===== src/rtl/pipe_ctrl_unit.sv =====
// pipe_ctrl_unit: ID-stage control for a 5-stage MIPS-like pipeline.
//   Decodes the ID instruction into a registered ID/EX control bundle. It also
//   detects load-use and jr/jalr-source hazards and drives the PC-select and
//   IF/ID flush controls combinationally.
// Optional feature: define PIPE_CTRL_MULDIV_EN to add a multi-cycle multiply
//   sequencer (IDLE/BUSY FSM plus down-counter). When it is undefined, funct
//   0x18 decodes as an ordinary R-type instruction.
// Ports:
//   clk, rst                 rising-edge clock, synchronous active-high reset
//   op_id, funct_id          ID instruction [31:26] and [5:0]
//   rs_id, rt_id, rd_id      ID register fields
//   eq_id                    ID branch comparator result
//   ex_regwrite .. ex_dst    registered ID/EX control bundle
//   pc_sel                   00 PC+4, 01 branch, 10 jump, 11 rs (combinational)
//   if_flush                 clear IF/ID (combinational)
//   stall                    hold PC and IF/ID (combinational)
module pipe_ctrl_unit #(
   parameter int unsigned REG_AW  = 5,
   parameter int unsigned MUL_LAT = 4
) (
   input  logic              clk,
   input  logic              rst,
   input  logic [5:0]        op_id,
   input  logic [5:0]        funct_id,
   input  logic [REG_AW-1:0] rs_id,
   input  logic [REG_AW-1:0] rt_id,
   input  logic [REG_AW-1:0] rd_id,
   input  logic              eq_id,
   output logic              ex_regwrite,
   output logic              ex_memread,
   output logic              ex_memwrite,
   output logic              ex_memtoreg,
   output logic              ex_alusrc,
   output logic [1:0]        ex_aluop,
   output logic [REG_AW-1:0] ex_dst,
   output logic [1:0]        pc_sel,
   output logic              if_flush,
   output logic              stall
);

   localparam logic [5:0] OP_RTYPE = 6'h00;
   localparam logic [5:0] OP_J     = 6'h02;
   localparam logic [5:0] OP_JAL   = 6'h03;
   localparam logic [5:0] OP_BEQ   = 6'h04;
   localparam logic [5:0] OP_ADDI  = 6'h08;
   localparam logic [5:0] OP_SLTI  = 6'h0A;
   localparam logic [5:0] OP_ANDI  = 6'h0C;
   localparam logic [5:0] OP_ORI   = 6'h0D;
   localparam logic [5:0] OP_XORI  = 6'h0E;
   localparam logic [5:0] OP_LW    = 6'h23;
   localparam logic [5:0] OP_SW    = 6'h2B;
   localparam logic [5:0] F_JR     = 6'h08;
   localparam logic [5:0] F_JALR   = 6'h09;

   localparam logic [1:0] ALU_ADD  = 2'b00;
   localparam logic [1:0] ALU_SUB  = 2'b01;
   localparam logic [1:0] ALU_FUNC = 2'b10;
   localparam logic [1:0] ALU_IMM  = 2'b11;

   localparam logic [1:0] PC_SEQ = 2'b00;
   localparam logic [1:0] PC_BR  = 2'b01;
   localparam logic [1:0] PC_JMP = 2'b10;
   localparam logic [1:0] PC_RS  = 2'b11;

   // Reject multiply latencies the 4-bit counter cannot hold
   if (MUL_LAT < 2 || MUL_LAT > 15) begin : g_bad_mul_lat
      $error("pipe_ctrl_unit: MUL_LAT must be in 2..15");
   end

   typedef struct packed {
      logic              regwrite;
      logic              memread;
      logic              memwrite;
      logic              memtoreg;
      logic              alusrc;
      logic [1:0]        aluop;
      logic [REG_AW-1:0] dst;
   } ctrl_t;

   ctrl_t dec;
   ctrl_t ex_q;

   logic is_rtype;
   logic is_jr;
   logic is_jalr;
   logic is_beq;
   logic is_sw;
   logic is_jmp;
   logic uses_rt;
   logic lu_hazard;
   logic jr_hazard;
   logic hz_stall;

   // Instruction class flags used by hazard and redirect logic
   assign is_rtype = (op_id == OP_RTYPE);
   assign is_jr    = is_rtype && (funct_id == F_JR);
   assign is_jalr  = is_rtype && (funct_id == F_JALR);
   assign is_beq   = (op_id == OP_BEQ);
   assign is_sw    = (op_id == OP_SW);
   assign is_jmp   = (op_id == OP_J) || (op_id == OP_JAL);
   assign uses_rt  = is_rtype || is_beq || is_sw;

`ifdef PIPE_CTRL_MULDIV_EN
   localparam int unsigned CNT_W  = 4;
   localparam logic [5:0]  F_MULT = 6'h18;

   typedef enum logic {
      S_IDLE,
      S_BUSY
   } mul_state_t;

   mul_state_t       mul_state;
   logic [CNT_W-1:0] mul_cnt;
   logic             is_mult;
   logic             mul_start;
   logic             mul_busy;
   logic             mul_done;

   assign is_mult   = is_rtype && (funct_id == F_MULT);
   assign mul_start = (mul_state == S_IDLE) && is_mult && !hz_stall;
   assign mul_busy  = (mul_state == S_BUSY);
   // Last busy cycle: counter is about to reach zero
   assign mul_done  = mul_busy && (mul_cnt == CNT_W'(1));
`endif

   // Combinational decode of the ID instruction; unknown opcodes stay a bubble
   always_comb begin
      dec = '0;
      case (op_id)
         OP_RTYPE: begin
            dec.aluop = ALU_FUNC;
            case (funct_id)
               F_JR: ;
`ifdef PIPE_CTRL_MULDIV_EN
               // mult writes HI/LO, not the register file
               F_MULT: ;
`endif
               default: begin
                  dec.regwrite = 1'b1;
                  dec.dst      = rd_id;
               end
            endcase
         end
         OP_BEQ:  dec.aluop = ALU_SUB;
         OP_J:    ;
         OP_JAL: begin
            dec.regwrite = 1'b1;
            dec.dst      = REG_AW'(31);
         end
         OP_LW: begin
            dec.memread  = 1'b1;
            dec.memtoreg = 1'b1;
            dec.alusrc   = 1'b1;
            dec.regwrite = 1'b1;
            dec.dst      = rt_id;
         end
         OP_SW: begin
            dec.memwrite = 1'b1;
            dec.alusrc   = 1'b1;
         end
         OP_ADDI: begin
            dec.alusrc   = 1'b1;
            dec.regwrite = 1'b1;
            dec.aluop    = ALU_ADD;
            dec.dst      = rt_id;
         end
         OP_ANDI, OP_ORI, OP_XORI, OP_SLTI: begin
            dec.alusrc   = 1'b1;
            dec.regwrite = 1'b1;
            dec.aluop    = ALU_IMM;
            dec.dst      = rt_id;
         end
         default: dec = '0;
      endcase
   end

   // Register 0 is never a real producer, so it never creates a hazard
   assign lu_hazard = ex_q.memread && (ex_q.dst != '0) &&
                      ((ex_q.dst == rs_id) || (uses_rt && (ex_q.dst == rt_id)));
   assign jr_hazard = (is_jr || is_jalr) && ex_q.regwrite && (ex_q.dst != '0) &&
                      (ex_q.dst == rs_id);
   assign hz_stall  = lu_hazard || jr_hazard;

`ifdef PIPE_CTRL_MULDIV_EN
   assign stall = !rst && (hz_stall || mul_busy);
`else
   assign stall = !rst && hz_stall;
`endif

   // Redirect only when the ID instruction actually advances
   always_comb begin
      pc_sel   = PC_SEQ;
      if_flush = 1'b0;
      if (!rst && !stall) begin
         if (is_beq && eq_id) begin
            pc_sel   = PC_BR;
            if_flush = 1'b1;
         end else if (is_jmp) begin
            pc_sel   = PC_JMP;
            if_flush = 1'b1;
         end else if (is_jr || is_jalr) begin
            pc_sel   = PC_RS;
            if_flush = 1'b1;
         end
      end
   end

   // ID/EX control register; stalls and multiply start insert bubbles
   always_ff @(posedge clk) begin
      if (rst) begin
         ex_q <= '0;
`ifdef PIPE_CTRL_MULDIV_EN
      end else if (mul_done) begin
         ex_q       <= '0;
         ex_q.aluop <= ALU_FUNC;
      end else if (stall || mul_start) begin
         ex_q <= '0;
`else
      end else if (stall) begin
         ex_q <= '0;
`endif
      end else begin
         ex_q <= dec;
      end
   end

`ifdef PIPE_CTRL_MULDIV_EN
   // Multiply sequencer: IDLE -> BUSY for MUL_LAT-1 cycles -> IDLE
   always_ff @(posedge clk) begin
      if (rst) begin
         mul_state <= S_IDLE;
         mul_cnt   <= '0;
      end else begin
         case (mul_state)
            S_IDLE: begin
               if (mul_start) begin
                  mul_state <= S_BUSY;
                  mul_cnt   <= CNT_W'(MUL_LAT - 1);
               end
            end
            S_BUSY: begin
               mul_cnt <= mul_cnt - CNT_W'(1);
               if (mul_cnt == CNT_W'(1)) begin
                  mul_state <= S_IDLE;
               end
            end
            default: begin
               mul_state <= S_IDLE;
               mul_cnt   <= '0;
            end
         endcase
      end
   end
`endif

   assign ex_regwrite = ex_q.regwrite;
   assign ex_memread  = ex_q.memread;
   assign ex_memwrite = ex_q.memwrite;
   assign ex_memtoreg = ex_q.memtoreg;
   assign ex_alusrc   = ex_q.alusrc;
   assign ex_aluop    = ex_q.aluop;
   assign ex_dst      = ex_q.dst;

endmodule


===== config.mk =====
export PLATFORM = sky130hd
export DESIGN_NAME = pipe_ctrl_unit
export DESIGN_NICKNAME = d
export VERILOG_FILES = /design/src/rtl/pipe_ctrl_unit.sv
export SDC_FILE = /design/constraint.sdc
export NUM_CORES = 1
export LEC_CHECK = 0
export BUFFER_PORTS_ARGS = -buffer_cell sky130_fd_sc_hd__buf_2
export CAP_MARGIN = 20
export CORE_MARGIN = 5
export CORE_UTILIZATION = 41
export CTS_CLUSTER_SIZE = 25
export DETAILED_ROUTE_END_ITERATION = 16
export GPL_TIMING_DRIVEN = 0
export PLACE_DENSITY = 0.76
export SLEW_MARGIN = 20
export SYNTH_ARGS = -nofsm -noshare
export SYNTH_HDL_FRONTEND = slang
export SYNTH_SLANG_ARGS = --single-unit

===== constraint.sdc =====
create_clock -name clk -period 2.7 [get_ports clk]
set_input_delay 0.405 -clock clk [delete_from_list [all_inputs] [get_ports clk]]
set_output_delay 0.405 -clock clk [all_outputs]
set_load 0.01 [all_outputs]

==> flow_summary.ini, run 1 <==
[die]
die-area_sq_mm = 0.00275
core_area_sq_mm = 0.00173
die_x_um = 52.5
die_height_um = 52.5
start_util_pct = 42.8
row_count = 15
pin_count = 46

[clock_tree]
cts_buffer_depth = 2
cts_sinks = 11
clkLatencyLatePin_ns = 0.27
numCtsBuffers = 3
root_buffer = clkbuf_4
cts_tree = built
cts.reportedPaths.clkPinSlew_ns = 0.07
h-tree-depth = 1

[worst_setup_path]
r2r_end = ex_aluop[0]
endpoint = if_flush
worstPathRequired_ns = 2.30
startpoint = op_id[2]
critPathSlowestCell = or4_4
endpoint_kind = output pin
regToRegSetupSlack_ns = 0.61
cp-start-kind = primary input
worst_r2r_path_depth = 8
worstPathCellList = buf_2 -> or4_4 -> or3_4 -> nor4_4 -> a2bb2oi_4 -> buf_6 -> nor3_1 -> buf_2
critical_path.max_stage_delay_ns = 0.50
arrival_ns = 2.26
critical_path.max_fanout = 8
crit_type = primary input to output pin
cp_common_cell = buf_2
r2r-start = ex_dst[1]

[final_layout]
n_fill_cell = 171
insertedDiodeCount = 0
nets = 174
layout_common_cells = 42 x buf_2, 19 x nor3_1, 11 x dfxtp_1
drive_gt1_share_pct = 39.9
synthToLayoutAreaGrowth_pct = 45.0
finalInstanceArea_sq_mm = 0.00107
final_common_cell = buf_2
post-route-util_pct = 62.1

[pwr]
power_leakage_nw = 0.496
powerDensity_mw_per_mm2 = 335
ir_worst_vdd_uv = 213

[timing]
worst_slew_pin_slew_ns = 0.589
max_freq_mhz = 376
hold_viol = 0
setup_viol = 0
max_slew_margin_pct = 60.7
period_share_pct = 98.6
slew_violations = 0
finalCriticalPeriod_ns = 2.66
fin_skew_ns = 0.000667
rsz0062_at_grt = yes
finalSetupTns_ns = 0

[logic_synthesis]
ys_types = 29
synth_nets = 122
synthCells = 92
ys_seq_area_share_pct = 29.8
syn-cell-area_sq_um = 739
synth-seq-cells = 11
postSynthAreaPerCell_sq_um = 8.04
yosys_warnings = 0

[place]
portBuffers = 44
placed_area_sq_um = 991
hpwlAfterDp_um = 1770
gp_congestion = 0.819

[global_routing]
grt_pass1_wl_um = 3740
grt_start_max_net_pins = 11
track_usage_pct = 18.1
antenna_found_initial = 0
grt_pass1_vias = 862
grt_overflow = 0

[drt]
wl_per_cell_um = 13.9
drc = 0
vias = 904
drtIter0Drc = 23
antenna_left = 0
drt_wl_total_um = 2340
viasPerCell = 5.38
dr.pass1.iters = 4

[worst_hold_path]
whs_path_depth = 2
worstHoldStart = rst
hold_path_class = primary input to register

[run]
maxCapViolCount = 0

[run_status]
outcome = complete, no violations
## what timing repair did
| action | CTS | global route |
|---|---|---|
| pin swaps | 1 | 1 |
| hold buffers | 0 | 0 |
| setup buffers | 2 | 1 |
| setup endpoints to repair | 3 | 3 |
| endpoints found under the hold margin | 0 | 0 |
| resized for setup | 1 | 6 |
## cell families after synthesis
kind of cell,synth area share (%)
AOI/OAI and AO/OA,15.9
buffers and inverters,5.08
DFF,29.8
and+or+nand+nor,37.4
xor gates and xnor gates,11.8
## layout make-up
class	instances	area, sq um	area share (%)
Buffer	5	30.0	2.80
Clock buffer	4	26.3	2.45
Inverter	2	7.51	0.700
Multi-Input combinational cell	74	502	46.8
Sequential cell	11	220	20.5
Tap cell	25	31.3	2.92
Timing Repair Buffer	47	255	23.8
## synthesized netlist by cell type
cell type / n / area (sq um)
nor3_1: 19 / 95.1
dfxtp_1: 11 / 220
xor2_1: 8 / 70.1
a221oi_1: 5 / 43.8
nor2_1: 5 / 18.8
a21oi_1: 4 / 20.0
nand2_1: 4 / 15.0
clkbuf_1: 3 / 11.3
nand3_1: 3 / 15.0
nor4_1: 3 / 18.8
o21ai_0: 3 / 15.0
or3_1: 3 / 18.8
inv_1: 2 / 7.51
nor2b_1: 2 / 12.5
nor3b_1: 2 / 15.0
xnor2_1: 2 / 17.5
a211o_1: 1 / 8.76
a2bb2oi_2: 1 / 15.0
buf_4: 1 / 7.51
buf_6: 1 / 11.3
nand2b_1: 1 / 6.26
nor4_2: 1 / 12.5
nor4b_1: 1 / 8.76
o211ai_1: 1 / 7.51
o21a_1: 1 / 7.51
or3_4: 1 / 11.3
or4_1: 1 / 7.51
or4_4: 1 / 11.3
or4b_2: 1 / 10.0
## registers in the layout, indices dropped and copies added, names as in the netlist
signal	cells
ex_dst	5
ex_aluop	2
ex_regwrite	1
ex_alusrc	1
ex_memtoreg	1
ex_memwrite	1
## stage by stage
step | setup WS, ns | std cells | hold WS, ns | power [mW]
after floorplan | 0.270 | 92 | 0.482 | 0.205
after global placement | -0.113 | 161 | 0.654 | 0.241
after detailed placement | -0.130 | 161 | 0.656 | 0.243
after CTS | 0.00814 | 167 | 0.363 | 0.358
after global routing | -0.0318 | 168 | 0.360 | 0.382
final | 0.0372 | 168 | 0.365 | 0.359
## where the power goes
part           switching, mW  internal [mW]  leakage (nW)
Sequential           0.00297          0.166        0.0891
Clock                 0.0598         0.0573        0.0150
Combinational         0.0385         0.0352         0.392
## worst min-delay path by stage
stage	slack (ns)	end
2_1_floorplan	0.48	ex_aluop[1]
3_3_place_gp	0.65	ex_aluop[1]
3_5_place_dp	0.66	ex_aluop[1]
4_1_cts	0.36	ex_aluop[1]
5_1_grt	0.36	ex_aluop[1]
6_report	0.37	ex_aluop[1]
## layer usage
layer	vias to the layer above	wire, um	GRT usage, %
li1	447	-	-
met1	427	1000	21.7
met2	24	1170	29.8
met3	6	129	4.27
met4	0	40	9.36
met5	-	0	0
## worst max-delay path: cells and delay by family
kind	cells	cell delay, ns
buffers and inverters	3	0.43
AO/OA/AOI/OAI	1	0.23
AND/OR/NAND/NOR	4	1.18
No activity file was read; power rests on OpenSTA's default activity.
==> inputs of run 2 (changes only) <==
--- a/config.mk
+++ b/config.mk
@@ -12,7 +12,7 @@
 export CTS_CLUSTER_SIZE = 25
 export DETAILED_ROUTE_END_ITERATION = 16
 export GPL_TIMING_DRIVEN = 0
-export PLACE_DENSITY = 0.76
+export PLACE_DENSITY_LB_ADDON = 0.1
 export SLEW_MARGIN = 20
 export SYNTH_ARGS = -nofsm -noshare
 export SYNTH_HDL_FRONTEND = slang
==> flow_summary.ini, run 2 (same netlist as run 1, synthesis figures left out) <==
[final_layout]
n_fill_cell = 165
nets = 175
final_common_cell = buf_2
finalInstanceArea_sq_mm = 0.00109
drive_gt1_share_pct = 41.0
synthToLayoutAreaGrowth_pct = 47.7
layout_common_cells = 40 x buf_2, 19 x nor3_1, 11 x dfxtp_1
largest_reg_flops = 5
insertedDiodeCount = 0
post-route-util_pct = 63.3

[run_status]
outcome = complete, no violations

[drt]
viasPerCell = 5.42
drt_wl_total_um = 2240
dr.pass1.iters = 4
drc = 0
vias = 916
drtIter0Drc = 22
antenna_left = 0
wl_per_cell_um = 13.3

[clock_tree]
clkLatencyLatePin_ns = 0.27
cts_sinks = 11
cts_tree = built
cts.reportedPaths.clkPinSlew_ns = 0.08
numCtsBuffers = 3
h-tree-depth = 1
hold_buffers = 0
root_buffer = clkbuf_4
cts_buffer_depth = 2

[worst_setup_path]
worstPathRequired_ns = 2.30
critical_path.max_fanout = 3
worstPathCellList = buf_8 -> or4_4 -> or3_4 -> nor4_4 -> a2bb2oi_2 -> buf_4 -> nor2b_4 -> buf_6
arrival_ns = 2.26
crit_type = primary input to output pin
regToRegSetupSlack_ns = 0.79
critPathSlowestCell = or4_4
critical_path.max_stage_delay_ns = 0.53
endpoint_kind = output pin
cp-start-kind = primary input

[die]
die-area_sq_mm = 0.00275
pin_count = 46
die_x_um = 52.5
die_height_um = 52.5
core_area_sq_mm = 0.00173
start_util_pct = 42.8
row_count = 15

[timing]
max_freq_mhz = 376
rsz0062_at_grt = yes
slew_violations = 0
setup_viol = 0
worst_slew_pin_slew_ns = 0.576
fin_skew_ns = 0.00966
hold_viol = 0
period_share_pct = 98.6
finalCriticalPeriod_ns = 2.66
max_slew_margin_pct = 61.6

[place]
placed_area_sq_um = 991
portBuffers = 44
gp_congestion = 0.786
hpwlAfterDp_um = 1700

[global_routing]
grt_pass1_wl_um = 3390
grt_pass1_vias = 769
grt_overflow = 0
track_usage_pct = 16.6
antenna_found_initial = 0
grt_start_max_net_pins = 11

[pwr]
powerDensity_mw_per_mm2 = 328
ir_worst_vdd_uv = 278
power_leakage_nw = 0.503

[run]
maxCapViolCount = 0

[worst_hold_path]
hold_path_class = primary input to register
run 2: cell types whose count changed in the layout (fill, tap and decap cells not counted):
cell       delta
buf_8         +1
buf_4         +1
a2bb2oi_4     -1
nor2b_4       +1
nor2b_1       -1
buf_6         +1
a2bb2oi_2     +1
buf_2         -2
run 2: critical path, delay by kind of cell:
family | cells | cell delay [ns]
AO/OA/AOI/OAI | 1 | 0.24
buffers and inverters | 3 | 0.36
AND/OR/NAND/NOR | 4 | 1.26
run 2: what timing repair did:
item / CTS / global route
buffers inserted: 2 / 2
endpoints found under the setup margin: 3 / 4
gates resized for setup: 3 / 9
hold endpoints to repair: 0 / 0
pin swaps: 1 / 0
run 2: worst paths after layout:
check / start / to / cells past startpoint
setup / recovery: op_id[5] / stall / 8
hold / removal: op_id[5] / ex_aluop[1] / 4
setup reg to reg: ex_dst[1] / ex_aluop[0] / 7
hold reg to reg: ex_memtoreg / ex_memtoreg / 3
run 2: stage by stage:
step                hold WS (ns)  std cells  total power [mW]  setup slack (ns)  setup TNS, ns
global route               0.389        169             0.382           -0.0395        -0.0503
CTS                        0.368        167             0.357           0.00746              0
detailed placement         0.655        161             0.242           -0.0995         -0.198
global placement           0.649        161             0.241            -0.104         -0.206
finish                     0.399        169             0.358            0.0374              0
floorplan                  0.482         92             0.205             0.270              0
run 2: metal layers:
metal	share of wire [%]	wire (um)	global-route usage, %
met1	45	1020	21.5
met2	44	979	25.4
met3	9.8	219	5.13
met4	1.1	25	6.38
met5	0	0	0
run 2: area by class of cell:
type	count	area, sq um	share of cell area [%]
Multi-Input combinational cell	74	498	45.6
Timing Repair Buffer	48	279	25.5
Sequential cell	11	220	20.2
Tap cell	25	31.3	2.86
Buffer	5	30.0	2.75
Clock buffer	4	26.3	2.41
Inverter	2	7.51	0.687
run 2: report_power, final:
part / leakage, nW / internal [mW] / total, mW / switching [mW]
registers: 0.0891 / 0.166 / 0.169 / 0.00315
clock network: 0.0150 / 0.0571 / 0.113 / 0.0556
logic: 0.399 / 0.0376 / 0.0766 / 0.0390
==> inputs of run 3 (changes only) <==
--- a/config.mk
+++ b/config.mk
@@ -13,6 +13,7 @@
 export DETAILED_ROUTE_END_ITERATION = 16
 export GPL_TIMING_DRIVEN = 0
 export PLACE_DENSITY_LB_ADDON = 0.1
+export REMOVE_ABC_BUFFERS = 1
 export SLEW_MARGIN = 20
 export SYNTH_ARGS = -nofsm -noshare
 export SYNTH_HDL_FRONTEND = slang
==> flow_summary.ini, run 3 (same netlist as run 1, synthesis figures left out) <==
[pwr]
powerDensity_mw_per_mm2 = 344
internal-power_uw = 257
ir_worst_vdd_uv = 321
swShare_pct = 27.4
seq_power_share_pct = 47.6
p_comb_share_pct = 20.2
clkPwrFrac_pct = 32.2
power_leakage_nw = 0.473
total_power_uw = 354
switchingPower_uw = 97.1

[worst_setup_path]
worstPathCellList = buf_4 -> or4_4 -> or3_4 -> nor4_4 -> a2bb2oi_4 -> nor2b_1 -> buf_2
r2r_end = ex_memtoreg
startpoint = op_id[4]
crit_type = primary input to output pin
critPathSlowestCell = or4_4
endpoint_kind = output pin
critical_path.max_stage_delay_ns = 0.52
worstPathRequired_ns = 2.30
regToRegSetupSlack_ns = 0.70
r2r-start = ex_dst[1]
cp-start-kind = primary input
arrival_ns = 2.23
worst_r2r_path_depth = 6
critical_path.max_fanout = 7

[drt]
antenna_left = 0
wl_per_cell_um = 13.2
viasPerCell = 5.31
vias = 860
drtIter0Drc = 14
drc = 0
dr.pass1.iters = 4
drt_wl_total_um = 2130

[timing]
max_slew_margin_pct = 60.8
fin_skew_ns = 0.00329
slew_violations = 0
period_share_pct = 97.7
rsz0062_at_grt = yes
finalCriticalPeriod_ns = 2.64
hold_viol = 0
worst_slew_pin_slew_ns = 0.588
max_freq_mhz = 379
setup_viol = 0

[clock_tree]
cts_sinks = 11
hold_buffers = 0
cts.reportedPaths.clkPinSlew_ns = 0.07
numCtsBuffers = 3
clkLatencyLatePin_ns = 0.27
h-tree-depth = 1
cts_buffer_depth = 2
cts_tree = built
root_buffer = clkbuf_4

[die]
row_count = 15
pin_count = 46
die-area_sq_mm = 0.00275
core_area_sq_mm = 0.00173
die_x_um = 52.5
start_util_pct = 42.8
die_height_um = 52.5

[final_layout]
final_common_cell = buf_2
layout_common_cells = 43 x buf_2, 19 x nor3_1, 11 x dfxtp_1
post-route-util_pct = 59.6
nets = 168
drive_gt1_share_pct = 39.4
synthToLayoutAreaGrowth_pct = 39.1
insertedDiodeCount = 0
largest_reg_flops = 5

[worst_hold_path]
worstHoldStart = op_id[5]
whs_path_depth = 4
min_to = ex_aluop[0]
hold_path_class = primary input to register

[global_routing]
grt_start_max_net_pins = 16
grt_pass1_vias = 790
grt_pass1_wl_um = 3370
antenna_found_initial = 0
track_usage_pct = 16.3
grt_overflow = 0

[place]
hpwlAfterDp_um = 1590
gp_congestion = 0.790
portBuffers = 45

[run_status]
outcome = complete, no violations

[run]
maxCapViolCount = 0
[run 3: cell type report]
| class | instances | area [sq um] |
|---|---|---|
| Timing Repair Buffer | 46 | 241 |
| Clock buffer | 4 | 26.3 |
| Multi-Input combinational cell | 74 | 502 |
| Fill cell | 188 | 698 |
| Inverter | 2 | 7.51 |
| Tap cell | 25 | 31.3 |
| Sequential cell | 11 | 220 |
[run 3: layer usage]
metal | global-route usage [%] | wire length, um | vias up
met2 | 27.5 | 1020 | 36
met3 | 4.84 | 188 | 2
met5 | 0 | 0 | -
met1 | 19.4 | 917 | 384
met4 | 5.96 | 10 | 0
li1 | - | - | 438
[run 3: what timing repair did]
action / in CTS / in global routing
endpoints found under the setup margin: 4 / 1
gates resized for setup: 2 / 3
pin swaps: 1 / 0
endpoints found under the hold margin: 0 / 0
setup buffers: 1 / 0
[run 3: stage by stage]
stage          instance area (sq um)  hold WS [ns]  instances  setup TNS (ns)  worst slack (ns)
6_report                        1030         0.408        162               0            0.0613
5_1_grt                         1030         0.419        162         -0.0168           -0.0168
4_1_cts                         1020         0.433        162               0            0.0314
3_5_place_dp                     966         0.718        157          -0.914            -0.277
3_3_place_gp                     966         0.702        157          -0.880            -0.274
2_1_floorplan                    709         0.482         87               0            0.0901
[run 3: worst max-delay path by stage]
stage                 end  slack [ns]  cells after the start
floorplan           stall        0.09                      5
global placement    stall       -0.27                      7
detailed placement  stall       -0.28                      7
CTS                 stall        0.03                      7
global route        stall       -0.02                      7
finish              stall        0.06                      7
[run 3: power by group through the flow]
stage	Clock [mW]	Sequential [mW]	Combinational, mW
final	0.114	0.169	0.0714
after global routing	0.125	0.169	0.0793
after CTS	0.118	0.169	0.0705
after detailed placement	0	0.172	0.0694
after global placement	0	0.172	0.0686
after floorplan	0	0.174	0.0262
[run 3: worst max-delay path, delay by kind of cell]
family / cells / cell delay (ns)
AOI/OAI and AO/OA: 1 / 0.25
buffers and inverters: 2 / 0.27
and+or+nand+nor: 4 / 1.32
